<file path="src/rtl/spi_master_tx_if.sv">
// Control and serial-line signals of the single-byte SPI master.
// The master modport is the DUT's view; the slave modport is whatever drives and observes it.
interface spi_master_tx_if;
    logic       start;
    logic [7:0] tx_data;
    logic       busy;
    logic       done;
    logic [7:0] rx_data;
    logic       ss;
    logic       sclk;
    logic       mosi;
    logic       miso;

    modport master (
        input  start, tx_data, miso,
        output busy, done, rx_data, ss, sclk, mosi
    );

    modport slave (
        output start, tx_data, miso,
        input  busy, done, rx_data, ss, sclk, mosi
    );
endinterface

</file>
<file path="src/rtl/spi_master_tx.sv">
// Single-byte SPI master, mode 0, MSB first, full duplex.
// Every output is decoded from registered state only.
module spi_master_tx #(
    parameter int CLK_DIV = 4
) (
    input  logic            clk,
    input  logic            reset,
    spi_master_tx_if.master bus
);

    localparam logic [1:0] IDLE = 2'd0;
    localparam logic [1:0] CP0  = 2'd1;
    localparam logic [1:0] CP1  = 2'd2;
    localparam logic [1:0] DONE = 2'd3;

    localparam logic [7:0] DIV_LAST = 8'(CLK_DIV - 1);

    logic [1:0] state_q,    state_d;
    logic [7:0] div_cnt_q,  div_cnt_d;
    logic [2:0] bit_cnt_q,  bit_cnt_d;
    logic [7:0] tx_shift_q, tx_shift_d;
    logic [7:0] rx_shift_q, rx_shift_d;
    logic [7:0] rx_data_q,  rx_data_d;
    logic       done_q,     done_d;

    logic div_last;

    assign div_last = (div_cnt_q == DIV_LAST);

    always_comb begin
        state_d    = state_q;
        div_cnt_d  = div_cnt_q;
        bit_cnt_d  = bit_cnt_q;
        tx_shift_d = tx_shift_q;
        rx_shift_d = rx_shift_q;
        rx_data_d  = rx_data_q;
        done_d     = 1'b0;

        case (state_q)
            IDLE: begin
                // start is only looked at here, so requests while busy are dropped
                if (bus.start) begin
                    tx_shift_d = bus.tx_data;
                    bit_cnt_d  = 3'd0;
                    div_cnt_d  = 8'd0;
                    state_d    = CP0;
                end
            end

            CP0: begin
                if (div_last) begin
                    div_cnt_d = 8'd0;
                    state_d   = CP1;
                end else begin
                    div_cnt_d = div_cnt_q + 8'd1;
                end
            end

            CP1: begin
                // miso is sampled once, one clk after sclk rises
                if (div_cnt_q == 8'd0) begin
                    rx_shift_d = {rx_shift_q[6:0], bus.miso};
                end
                if (div_last) begin
                    div_cnt_d = 8'd0;
                    if (bit_cnt_q == 3'd7) begin
                        state_d = DONE;
                    end else begin
                        tx_shift_d = {tx_shift_q[6:0], 1'b0};
                        bit_cnt_d  = bit_cnt_q + 3'd1;
                        state_d    = CP0;
                    end
                end else begin
                    div_cnt_d = div_cnt_q + 8'd1;
                end
            end

            DONE: begin
                // trailing low half-period lets the slave see the last sclk fall under ss
                if (div_last) begin
                    div_cnt_d = 8'd0;
                    rx_data_d = rx_shift_q;
                    done_d    = 1'b1;
                    state_d   = IDLE;
                end else begin
                    div_cnt_d = div_cnt_q + 8'd1;
                end
            end

            default: begin
                state_d = IDLE;
            end
        endcase
    end

    always_ff @(posedge clk or negedge reset) begin
        if (!reset) begin
            state_q    <= IDLE;
            div_cnt_q  <= 8'd0;
            bit_cnt_q  <= 3'd0;
            tx_shift_q <= 8'd0;
            rx_shift_q <= 8'd0;
            rx_data_q  <= 8'd0;
            done_q     <= 1'b0;
        end else begin
            state_q    <= state_d;
            div_cnt_q  <= div_cnt_d;
            bit_cnt_q  <= bit_cnt_d;
            tx_shift_q <= tx_shift_d;
            rx_shift_q <= rx_shift_d;
            rx_data_q  <= rx_data_d;
            done_q     <= done_d;
        end
    end

    assign bus.ss      = (state_q != IDLE);
    assign bus.busy    = (state_q != IDLE);
    assign bus.sclk    = (state_q == CP1);
    assign bus.mosi    = (state_q != IDLE) & tx_shift_q[7];
    assign bus.done    = done_q;
    assign bus.rx_data = rx_data_q;

endmodule

</file>
<file path="src/flat_wrapper.sv">
// flat-port wrapper written by rule: the top's interface ports become plain ports
module spi_master_tx_flat 
#(
    parameter int CLK_DIV = 4
)
  (clk, reset, bus_start, bus_tx_data, bus_miso, bus_busy, bus_done, bus_rx_data, bus_ss, bus_sclk, bus_mosi);
  spi_master_tx_if bus_i ();
  input  logic clk;
  input  logic reset;
  input wire logic [$bits(bus_i.start)-1:0] bus_start;
  input wire logic [$bits(bus_i.tx_data)-1:0] bus_tx_data;
  input wire logic [$bits(bus_i.miso)-1:0] bus_miso;
  output wire logic [$bits(bus_i.busy)-1:0] bus_busy;
  output wire logic [$bits(bus_i.done)-1:0] bus_done;
  output wire logic [$bits(bus_i.rx_data)-1:0] bus_rx_data;
  output wire logic [$bits(bus_i.ss)-1:0] bus_ss;
  output wire logic [$bits(bus_i.sclk)-1:0] bus_sclk;
  output wire logic [$bits(bus_i.mosi)-1:0] bus_mosi;
  assign bus_i.start = bus_start;
  assign bus_i.tx_data = bus_tx_data;
  assign bus_i.miso = bus_miso;
  assign bus_busy = bus_i.busy;
  assign bus_done = bus_i.done;
  assign bus_rx_data = bus_i.rx_data;
  assign bus_ss = bus_i.ss;
  assign bus_sclk = bus_i.sclk;
  assign bus_mosi = bus_i.mosi;
  spi_master_tx #(.CLK_DIV(CLK_DIV)) u_core (.clk(clk), .reset(reset), .bus(bus_i));
endmodule
</file>
<file path="config.mk">
export PLATFORM = sky130hd
export DESIGN_NAME = spi_master_tx_flat
export DESIGN_NICKNAME = d
export VERILOG_FILES = /design/src/rtl/spi_master_tx_if.sv /design/src/rtl/spi_master_tx.sv /design/src/flat_wrapper.sv
export SDC_FILE = /design/constraint.sdc
export NUM_CORES = 1
export LEC_CHECK = 0
export ABC_CLOCK_PERIOD_IN_PS = 2500
export CORE_MARGIN = 3
export CORE_UTILIZATION = 50
export DETAILED_ROUTE_END_ITERATION = 12
export HOLD_SLACK_MARGIN = 0.12
export PLACE_DENSITY = 0.71
export SLEW_MARGIN = 25
export SYNTH_ARGS = -nofsm -noshare
export SYNTH_HDL_FRONTEND = slang
export SYNTH_SLANG_ARGS = --single-unit
</file>
<file path="constraint.sdc">
create_clock -name clk -period 2.5 [get_ports clk]
set_clock_uncertainty 0.05 [all_clocks]
set_input_delay 0.75 -clock clk [delete_from_list [all_inputs] [get_ports clk]]
set_output_delay 0.75 -clock clk [all_outputs]
set_load 0.01 [all_outputs]
</file>
* Word-level counts from Yosys, hierarchy flattened
Cells that the tools add are included.
** Operators by class
- $add $sub $neg :: 2
- Equal/unequal tests :: 10
- Mux-type cells :: 19
- Bitwise gates (word level) :: 1
- Reductions and logical operators :: 9
** Operators by type and width (number)
- $mux W8 :: 5
- $pmux W8 S2 :: 2
- $mux W2 :: 5
- $mux W3 :: 3
- $add A8 B1 Y8 const B :: 1
- $eq A8 B2 Y1 const B :: 1
- $logic_not A8 Y1 :: 1
- $pmux W2 S4 :: 1
- $reduce_and A4 Y1 :: 2
- $ne A2 B1 Y1 const B :: 3
- $pmux W3 S2 :: 1
- $eq A2 B2 Y1 const B :: 2
- $ne A2 B2 Y1 const B :: 2
- $reduce_and A2 Y1 :: 2
- $reduce_bool A2 Y1 :: 2
- $add A3 B1 Y3 const B :: 1
- $eq A3 B3 Y1 const B :: 1
- $reduce_or A3 Y1 :: 1
- $eq A2 B1 Y1 const B :: 1
- $logic_not A2 Y1 :: 1
- $mux W1 :: 2
- $and A1 B1 Y1 :: 1
** Word-level totals
- Flip-flop bits (word level) :: 38
- Input bits :: 12
- Output and inout port bits :: 13
- Word-level logic and storage cells :: 48

* Logic depth before layout (Yosys ltp)
Gate-level depths: netlist of the first run.
- Depth in word-level cells :: 4
- Depth in mapped cells :: 7
- Mapped depth without buffers :: 5

* Worst setup path before layout of the first run
OpenSTA, ideal clock, no wires.
- Path type :: reg-to-reg
- Start point :: register u_core.div_cnt_q[0]
- End point :: register u_core.rx_data_q[0] (netlist: u_core.bus.rx_data[0])
- Setup time :: 125 ps
- Arrival time :: 1958 ps
- Data required time :: 2325 ps
- Setup slack :: 367 ps
- Cell stages (with the launch flop) :: 8
- Buffers on the path :: 2
- Period minus slack after synthesis :: 2133 ps
- Path through :: dfrtp_1 -> ha_1 -> or3b_2 -> clkbuf_1 -> nor2_4 -> and3_1 -> buf_4 -> mux2_2
** On the way
- Cells in the longest elaborated chain, start to end :: 2
** Ends and longest elaborated chain
- from (decl) :: line spi_master_tx.sv:19 : logic [7:0] div_cnt_q, div_cnt_d;
- from (signal assigned) :: line spi_master_tx.sv:107 : div_cnt_q <= div_cnt_d;
- $eq A8 B2 Y1 :: line spi_master_tx.sv:28 : assign div_last = (div_cnt_q == DIV_LAST);
- $reduce_and A2 Y1 (no source line)
- to (signal assigned) :: line spi_master_tx.sv:111 : rx_data_q <= rx_data_d;
- to (decl) :: line spi_master_tx.sv:23 : logic [7:0] rx_data_q, rx_data_d;
Every way passes these cells.
A chain may end at the register's enable or synchronous reset.

* Final worst setup path of the first run
- Start point :: register u_core.state_q[0]
- End point :: output bus_sclk
** On the way
- Cells in the longest elaborated chain, start to end :: 1
** Ends and longest elaborated chain
- from (decl) :: line spi_master_tx.sv:18 : logic [1:0] state_q, state_d;
- from (signal assigned) :: line spi_master_tx.sv:106 : state_q <= state_d;
- $eq A2 B2 Y1 :: line spi_master_tx.sv:118 : assign bus.sclk = (state_q == CP1);
- to (decl) :: line flat_wrapper.sv:17 : output wire logic [$bits(bus_i.sclk)-1:0] bus_sclk;
Every way passes these cells.

==> impl_metrics.env, run 1 <==
export IMPL_synth_area_top_cells="dfrtp_1 (54%), mux2_2 (10%), a22o_1 (4.5%)"
export IMPL_grt_max_degree=39
export IMPL_postCtsSetupBuffers=0
export IMPL_yosys_warnings=0
export IMPL_cts_tree="done"
export IMPL_drt_iter0_markers=97
export IMPL_finalSetupTns_ns=0
export IMPL_dieHeight_um=65.5
export IMPL_rsz0062_at_grt="no"
export IMPL_layout_commonest_cell="dfrtp_1"
export IMPL_synth_top_area_cell="dfrtp_1"
export IMPL_endpoint_kind="output port"
export IMPL_min_period_over_period_pct=94.4
export IMPL_synthToLayoutAreaGrowth_pct=20.6
export IMPL_startpoint_type="register"
export IMPL_num_rows=20
export IMPL_route_vias_total=1239
export IMPL_status="finished, final reports clean"
export IMPL_synthDistinctLibCells=43
export IMPL_relSlewSlack_pct=46.1
export IMPL_worstMarginPinSlew_ns=0.809
export IMPL_hold_violations=0
export IMPL_ys_seq_area_share_pct=53.7
export IMPL_grt_ovfl_total=0
export IMPL_grt_pass1_vias=1260
export IMPL_min_period_ns=2.36
export IMPL_cts_sinks=38
export IMPL_fmax_ghz=0.424
export IMPL_drv_slew=0
export IMPL_h_tree_depth=2
export IMPL_fillers=277
export IMPL_die_x_um=65.5
export IMPL_cellPowerDensity_nw_per_um2=952
export IMPL_clk_pin_slew_ns=0.11
export IMPL_cp_arrival_ns=1.56
export IMPL_gp_congestion=0.784
export IMPL_diodes=0
export IMPL_grt_pass1_wl_mm=5.63
export IMPL_path_class="reg2out"
export IMPL_maxCapViolations=0
export IMPL_whs_ns=0.427
export IMPL_synthesis_area_um2=1770
export IMPL_finalSetupViolCount=0
export IMPL_layout_common_cells="dfrtp_1 (38), clkdlybuf4s50_1 (21), mux2_2 (16)"
export IMPL_syn_area_per_cell_um2=12.1
export IMPL_yosys_area_top_type_share_pct=53.7
export IMPL_ios=25
export IMPL_hpwlAfterDp_mm=2.35
export IMPL_routed_wl_mm=3.15
export IMPL_synth_seq_cells=38
export IMPL_fin_nets=190
export IMPL_cp_data_required_time_ns=1.70
export IMPL_layout_drive_gt1_share_pct=22.4
export IMPL_worst_hold_path_type="in2async"
export IMPL_clock_path_buffers=2
export IMPL_initial_core_util_pct=55.2
export IMPL_cts_root_buf="clkbuf_4"
export IMPL_viasPerCell=5.68
export IMPL_drc=0
export IMPL_ant_nets=0
export IMPL_p_leak_nw=1.03
export IMPL_path_max_fanout=10
export IMPL_clkLatencyLatePin_ns=0.35
export IMPL_die_area_um2=4290
export IMPL_portBuffers=24
export IMPL_cts_buffers=5
export IMPL_avgRoutedWirePerCell_um=14.4
export IMPL_ir_drop_uv=543
export IMPL_syn_num_nets=162
export IMPL_track_usage_pct=17.4
export IMPL_dr_pass1_iters=4
export IMPL_antenna_found_initial=0
export IMPL_synth_cells=146
export IMPL_core_um2=3200
routing by layer:
layer / track usage, % / vias to the layer above / routed length [um]
met5: 0 / - / 0
met4: 6.22 / 0 / 46
met3: 6.15 / 5 / 163
met2: 29.7 / 30 / 1610
met1: 20.1 / 611 / 1330
li1: - / 593 / -
power by group:
part	internal [mW]	switching (mW)
Sequential	0.774	0.152
Combinational	0.330	0.354
Clock	0.233	0.188
sequential cells by signal, indices dropped and copies added, names as in the netlist:
register,count
u_core.bus.done,1
u_core.tx_shift_q,8
u_core.rx_shift_q,8
u_core.bit_cnt_q,3
u_core.bus.rx_data,8
u_core.state_q,2
u_core.div_cnt_q,8
layout make-up:
type                       count  area (um2)  area share, %
sequential                    38         951           44.6
tap                           44        55.1           2.58
timing repair buffer          28         263           12.3
multi-input combinational     97         768           36.0
clock inverter                 1        30.0           1.41
inverter                       4        15.0          0.704
clock buffer                   6        51.3           2.40
per-stage QoR:
| step | setup WS, ns | area [um2] | total power, mW | instances | utilization, % |
|---|---|---|---|---|---|
| final | 0.140 | 2130 | 2.03 | 218 | 66.6 |
| after global routing | 0.0686 | 2130 | 2.20 | 218 | 66.6 |
| after CTS | 0.0959 | 2130 | 2.05 | 218 | 66.6 |
| after detailed placement | 0.115 | 2050 | 1.63 | 211 | 63.9 |
| after global placement | 0.159 | 2050 | 1.59 | 211 | 63.9 |
| after floorplan | 0.367 | 1770 | 1.42 | 146 | - |
cells in the mapped netlist:
| library cell | number |
|---|---|
| nor3_4 | 1 |
| dfrtp_1 | 38 |
| nor4_4 | 1 |
| inv_1 | 4 |
| a31o_2 | 1 |
| and4_1 | 1 |
| a21oi_1 | 3 |
| nand2_1 | 12 |
| o21ai_1 | 1 |
| or4_1 | 1 |
| a41oi_1 | 1 |
| a2bb2oi_1 | 1 |
| a211oi_1 | 1 |
| clkbuf_1 | 4 |
| and3_1 | 2 |
| mux2_1 | 1 |
| nand3_1 | 3 |
| xor2_1 | 1 |
| nor3_1 | 1 |
| nor2_4 | 1 |
| or2_2 | 1 |
| mux2_2 | 16 |
| nor2b_1 | 3 |
| o21ai_0 | 4 |
| o21a_1 | 1 |
| nor2_1 | 3 |
| or3_1 | 3 |
| buf_4 | 2 |
| or3b_2 | 1 |
| a22o_1 | 9 |
| o221ai_1 | 1 |
| nand3_2 | 1 |
| a31oi_1 | 1 |
| nand4_1 | 1 |
| nor3_2 | 1 |
| o31ai_1 | 3 |
| nand2b_1 | 1 |
| and2_1 | 1 |
| o21ai_2 | 1 |
| a21o_1 | 7 |
| buf_6 | 1 |
| o211ai_1 | 1 |
| ha_1 | 4 |
final timing paths:
kind	from	to	slack, ns	cells after the start
worst max register to register	u_core.div_cnt_q[0]	u_core.bus.rx_data[2]	0.23	5
worst max-delay path	u_core.state_q[0]	bus_sclk	0.14	4
max in group asynchronous	reset	u_core.tx_shift_q[3]	1.45	1
worst min register to register	u_core.tx_shift_q[7]	u_core.tx_shift_q[7]	0.43	1
min in group clk	u_core.tx_shift_q[7]	u_core.tx_shift_q[7]	0.43	1
worst min-delay path	reset	u_core.div_cnt_q[5]	0.43	1
repair_timing:
action                     in CTS  in global routing
setup endpoints to repair       2                  4
resized for setup               4                  1
hold buffers                    0                  0
cells by family after synthesis:
group                    synth area share, %
AO/OA/AOI/OAI                           15.1
XOR/XNOR                               0.495
adder cells (fa/ha/maj)                 2.83
buffers and inverters                   3.18
flip-flops                              53.7
multiplexers                            10.8
AND/OR/NAND/NOR                         13.9
critical path, stage by stage, from the launching register on:
cell           delay (ns)
dfrtp_1              0.42
buf_4                0.17
nand2b_2             0.23
inv_1                0.12
dlygate4sd2_1        0.28
Note: power is estimated with default switching activity, not from simulation.
==> inputs of run 2 (changes only) <==
--- a/config.mk
+++ b/config.mk
@@ -5,10 +5,10 @@
 export SDC_FILE = /design/constraint.sdc
 export NUM_CORES = 1
 export LEC_CHECK = 0
-export ABC_CLOCK_PERIOD_IN_PS = 2500
 export CORE_MARGIN = 3
 export CORE_UTILIZATION = 50
 export DETAILED_ROUTE_END_ITERATION = 12
+export GPL_TIMING_DRIVEN = 0
 export HOLD_SLACK_MARGIN = 0.12
 export PLACE_DENSITY = 0.71
 export SLEW_MARGIN = 25
==> impl_metrics.env, run 2 (synthesis gave the netlist of run 1 again) <==
export IMPL_gp_congestion=0.744
export IMPL_grt_ovfl_total=0
export IMPL_cts_sinks=38
export IMPL_drc=0
export IMPL_drv_slew=0
export IMPL_maxCapViolations=0
export IMPL_layout_drive_gt1_share_pct=24.0
export IMPL_stdcell_count=227
export IMPL_grt_pass1_wl_mm=5.53
export IMPL_antenna_found_initial=0
export IMPL_route_vias_total=1243
export IMPL_hpwlAfterDp_mm=2.36
export IMPL_fmax_ghz=0.424
export IMPL_diodes=0
export IMPL_relSlewSlack_pct=49.8
export IMPL_cts_buffers=5
export IMPL_dr_pass1_iters=4
export IMPL_clock_path_buffers=2
export IMPL_viasPerCell=5.48
export IMPL_startpoint_type="register"
export IMPL_core_um2=3200
export IMPL_avgRoutedWirePerCell_um=14.4
export IMPL_hold_violations=0
export IMPL_rsz0062_at_grt="no"
export IMPL_dp_cells=215
export IMPL_worstSetupStartpoint="u_core.div_cnt_q[0]"
export IMPL_cts_root_buf="clkbuf_4"
export IMPL_reg2reg_from="u_core.div_cnt_q[0]"
export IMPL_cts_tree="done"
export IMPL_dieHeight_um=65.5
export IMPL_routed_wl_mm=3.27
export IMPL_cp_arrival_ns=2.53
export IMPL_ios=25
export IMPL_grt_pass1_vias=1217
export IMPL_post_route_util_pct=68.2
export IMPL_p_leak_nw=1.06
export IMPL_path_max_fanout=9
export IMPL_cp_data_required_time_ns=2.67
export IMPL_finalSetupTns_ns=0
export IMPL_whs_ns=0.232
export IMPL_num_rows=20
export IMPL_layout_common_cells="dfrtp_1 (38), clkdlybuf4s50_1 (20), mux2_2 (16)"
export IMPL_grt_max_degree=26
export IMPL_cellPowerDensity_nw_per_um2=914
export IMPL_clkLatencyLatePin_ns=0.34
export IMPL_status="finished, final reports clean"
export IMPL_synthToLayoutAreaGrowth_pct=23.6
export IMPL_track_usage_pct=17.2
export IMPL_layout_commonest_cell="dfrtp_1"
export IMPL_worstMarginPinSlew_ns=0.747
export IMPL_h_tree_depth=2
export IMPL_fin_nets=198
export IMPL_fillers=276
export IMPL_die_area_um2=4290
export IMPL_portBuffers=24
export IMPL_die_x_um=65.5
export IMPL_drt_iter0_markers=60
export IMPL_worst_hold_path_type="in2async"
export IMPL_initial_core_util_pct=55.2
export IMPL_ir_drop_uv=543
export IMPL_r2r_setup_slack_ns=0.14
export IMPL_min_period_over_period_pct=94.3
export IMPL_endpoint_kind="register"
export IMPL_clk_pin_slew_ns=0.11
export IMPL_power_mw=2.00
export IMPL_path_class="reg2reg"
export IMPL_ant_nets=0
export IMPL_min_period_ns=2.36
export IMPL_finalSetupViolCount=0
-- run 2: final timing paths --
kind,to,cells after the start
worst max-delay path,u_core.bus.rx_data[3],7
worst min-delay path,u_core.div_cnt_q[7],1
worst max register to register,u_core.bus.rx_data[3],7
worst min register to register,u_core.tx_shift_q[7],1
max in group asynchronous,u_core.rx_shift_q[3],2
min in group clk,u_core.tx_shift_q[7],1
-- run 2: metrics by stage --
stage                     worst slack [ns]  instance area (um2)
after detailed placement            0.0380                 2080
after global routing                0.0617                 2190
final                                0.143                 2190
after floorplan                      0.367                 1770
after CTS                          0.00908                 2140
after global placement              -0.213                 2060
-- run 2: power by group --
part / switching [mW] / internal (mW)
clock network: 0.199 / 0.135
registers: 0.148 / 0.774
logic: 0.371 / 0.369
-- run 2: metal layers --
| metal | vias up | share of wire (%) | global-route usage [%] |
|---|---|---|---|
| met5 | - | 0 | 0 |
| met1 | 609 | 44 | 20.4 |
| met2 | 24 | 50 | 28.8 |
| met3 | 4 | 4.5 | 6.67 |
| li1 | 606 | - | - |
| met4 | 0 | 1.0 | 5.44 |
-- run 2: layout make-up --
type | instances | area [um2] | area share, %
Sequential cell | 38 | 951 | 43.5
Timing Repair Buffer | 30 | 297 | 13.6
Tap cell | 44 | 55.1 | 2.52
Clock buffer | 6 | 51.3 | 2.35
Buffer | 6 | 37.5 | 1.72
Clock inverter | 2 | 12.5 | 0.572
Inverter | 4 | 15.0 | 0.687
Multi-Input combinational cell | 97 | 767 | 35.1
-- run 2: repair_timing --
| item | in CTS | in global routing |
|---|---|---|
| buffers inserted | 0 | 5 |
| gates resized for setup | 2 | 3 |
| endpoints found under the setup margin | 3 | 2 |
| hold buffers | 0 | 0 |
| pin swaps | 0 | 1 |
-- run 2: worst max-delay path, stage by stage (launching register included) --
cell and delay, ns:
dfrtp_1 0.43, ha_1 0.23, or3b_2 0.45, clkbuf_1 0.22, nor2_4 0.17, and3_1 0.18, buf_4 0.18, mux2_2 0.34
==> inputs of run 3 (changes only) <==
--- a/config.mk
+++ b/config.mk
@@ -5,7 +5,6 @@
 export SDC_FILE = /design/constraint.sdc
 export NUM_CORES = 1
 export LEC_CHECK = 0
-export CORE_MARGIN = 3
 export CORE_UTILIZATION = 50
 export DETAILED_ROUTE_END_ITERATION = 12
 export GPL_TIMING_DRIVEN = 0
@@ -15,3 +14,4 @@
 export SYNTH_ARGS = -nofsm -noshare
 export SYNTH_HDL_FRONTEND = slang
 export SYNTH_SLANG_ARGS = --single-unit
+export TNS_END_PERCENT = 30
==> impl_metrics.env, run 3 (synthesis gave the netlist of run 1 again) <==
export IMPL_status="finished, final reports clean"
export IMPL_setup_ws_ns=0.0242
export IMPL_portBuffers=24
export IMPL_dr_pass1_iters=4
export IMPL_postCtsSetupBuffers=0
export IMPL_cts_root_buf="clkbuf_4"
export IMPL_clkLatencyLatePin_ns=0.34
export IMPL_grt_pass1_vias=1169
export IMPL_power_frac_clock_pct=16.9
export IMPL_antenna_found_initial=0
export IMPL_drc=0
export IMPL_cp_arrival_ns=1.68
export IMPL_clock_path_buffers=2
export IMPL_seqCellArea_um2=951
export IMPL_fillers=316
export IMPL_fmax_ghz=0.404
export IMPL_finalSetupTns_ns=0
export IMPL_hold_violations=0
export IMPL_cp_slowest_cell="clkdlybuf4s50_1"
export IMPL_startpoint_type="register"
export IMPL_route_vias_total=1231
export IMPL_layout_common_cells="dfrtp_1 (38), clkdlybuf4s50_1 (21), mux2_2 (16)"
export IMPL_post_route_util_pct=63.9
export IMPL_ir_drop_uv=444
export IMPL_cts_sinks=38
export IMPL_ios=25
export IMPL_diodes=0
export IMPL_grt_max_degree=23
export IMPL_die_area_um2=3780
export IMPL_grt_ovfl_total=0
export IMPL_rsz0062_at_grt="yes"
export IMPL_pwr_share_comb_pct=35.9
export IMPL_synthToLayoutAreaGrowth_pct=21.5
export IMPL_multiInputGateArea_um2=764
export IMPL_track_usage_pct=20.3
export IMPL_core_um2=3360
export IMPL_fin_nets=193
export IMPL_endpoint_kind="output port"
export IMPL_p_leak_nw=1.04
export IMPL_path_cells="or2_4 > buf_4 > clkdlybuf4s50_1"
export IMPL_power_mw=1.95
export IMPL_post_place_ws_ns=0.0280
export IMPL_hpwlAfterDp_mm=2.32
export IMPL_relSlewSlack_pct=49.1
export IMPL_cp_slowest_stage_delay_ns=0.46
export IMPL_routed_wl_mm=3.09
export IMPL_cts_buffers=5
export IMPL_min_period_ns=2.48
export IMPL_initial_core_util_pct=52.6
export IMPL_fin_area_um2=2150
export IMPL_path_class="reg2out"
export IMPL_maxCapViolations=0
export IMPL_cp_data_required_time_ns=1.70
export IMPL_power_frac_seq_pct=47.1
export IMPL_cellPowerDensity_nw_per_um2=907
export IMPL_drt_iter0_markers=59
export IMPL_layout_drive_gt1_share_pct=20.8
export IMPL_die_x_um=61.5
export IMPL_cts_tree="done"
export IMPL_drv_slew=0
export IMPL_clk_pin_slew_ns=0.11
export IMPL_avgRoutedWirePerCell_um=13.8
export IMPL_num_rows=21
export IMPL_netSwitchingFraction_pct=35.8
export IMPL_ant_nets=0
export IMPL_worstMarginPinSlew_ns=0.757
export IMPL_cts_hold_buffers_added=0
export IMPL_h_tree_depth=2
export IMPL_path_max_fanout=12
export IMPL_p_int_mw=1.25
export IMPL_viasPerCell=5.50
export IMPL_place_area_um2=2090
export IMPL_finalSetupViolCount=0
export IMPL_grt_pass1_wl_mm=5.42
export IMPL_power_switching_mw=0.697
export IMPL_gp_congestion=0.788
export IMPL_dieHeight_um=61.5
export IMPL_layout_commonest_cell="dfrtp_1"
export IMPL_worst_hold_path_type="in2async"
export IMPL_min_period_over_period_pct=99.0
[run 3: cell types whose count changed in the layout (fill, tap and decap cells not counted)]
| cell | previous run | this run |
|---|---|---|
| clkinvlp_4 | 1 | 0 |
| clkdlybuf4s50_1 | 20 | 21 |
| clkbuf_1 | 3 | 4 |
| nand2b_2 | 1 | 0 |
| buf_16 | 0 | 1 |
| buf_12 | 1 | 0 |
| dlymetal6s2s_1 | 2 | 1 |
| buf_4 | 7 | 2 |
| nand2b_1 | 0 | 1 |
[run 3: stage by stage]
stage	std cells	hold WS, ns
2_1_floorplan	146	0.391
3_3_place_gp	216	0.405
3_5_place_dp	217	0.416
4_1_cts	224	0.273
5_1_grt	224	0.286
6_report	224	0.275
[run 3: layout make-up]
| class | instances | share of cell area [%] |
|---|---|---|
| Buffer | 6 | 1.75 |
| Multi-Input combinational cell | 97 | 35.6 |
| Inverter | 4 | 0.698 |
| Clock inverter | 1 | 0.233 |
| Sequential cell | 38 | 44.2 |
| Tap cell | 46 | 2.68 |
| Clock buffer | 7 | 2.56 |
| Timing Repair Buffer | 25 | 12.3 |
[run 3: power groups by stage]
stage / Sequential, mW / Combinational [mW] / Clock [mW]
CTS: 0.918 / 0.714 / 0.341
global route: 0.947 / 0.788 / 0.369
detailed placement: 0.931 / 0.715 / 0
finish: 0.918 / 0.701 / 0.330
floorplan: 0.901 / 0.517 / 0
global placement: 0.923 / 0.677 / 0
[run 3: critical path: cells and delay by family (launching register included)]
family / cells / cell delay [ns]
buf+inv: 2 / 0.61
flops: 1 / 0.41
simple gates: 1 / 0.32
[run 3: path summary, 6_finish.rpt]
kind / startpoint / end / slack (ns) / depth (start not counted)
min in group clk: u_core.tx_shift_q[7] / u_core.tx_shift_q[7] / 0.44 / 1
max in group asynchronous: reset / u_core.rx_shift_q[2] / 1.68 / 2
hold / removal: reset / u_core.div_cnt_q[7] / 0.27 / 1
setup reg to reg: u_core.div_cnt_q[0] / u_core.bus.rx_data[7] / 0.15 / 7
hold reg to reg: u_core.tx_shift_q[7] / u_core.tx_shift_q[7] / 0.44 / 1
setup / recovery: u_core.state_q[1] / bus_ss / 0.02 / 3
[run 3: timing repair]
item	CTS	global route
pin swaps	0	0
gates resized for setup	2	1
setup endpoints to repair	3	2
[run 3: routing by layer]
metal  global-route usage [%]  vias up  wire (um)
li1                         -      593          -
met5                        0        -          0
met4                     7.62        0         37
met2                     33.0       25       1520
met3                     6.30        4        120
met1                     25.4      609       1410
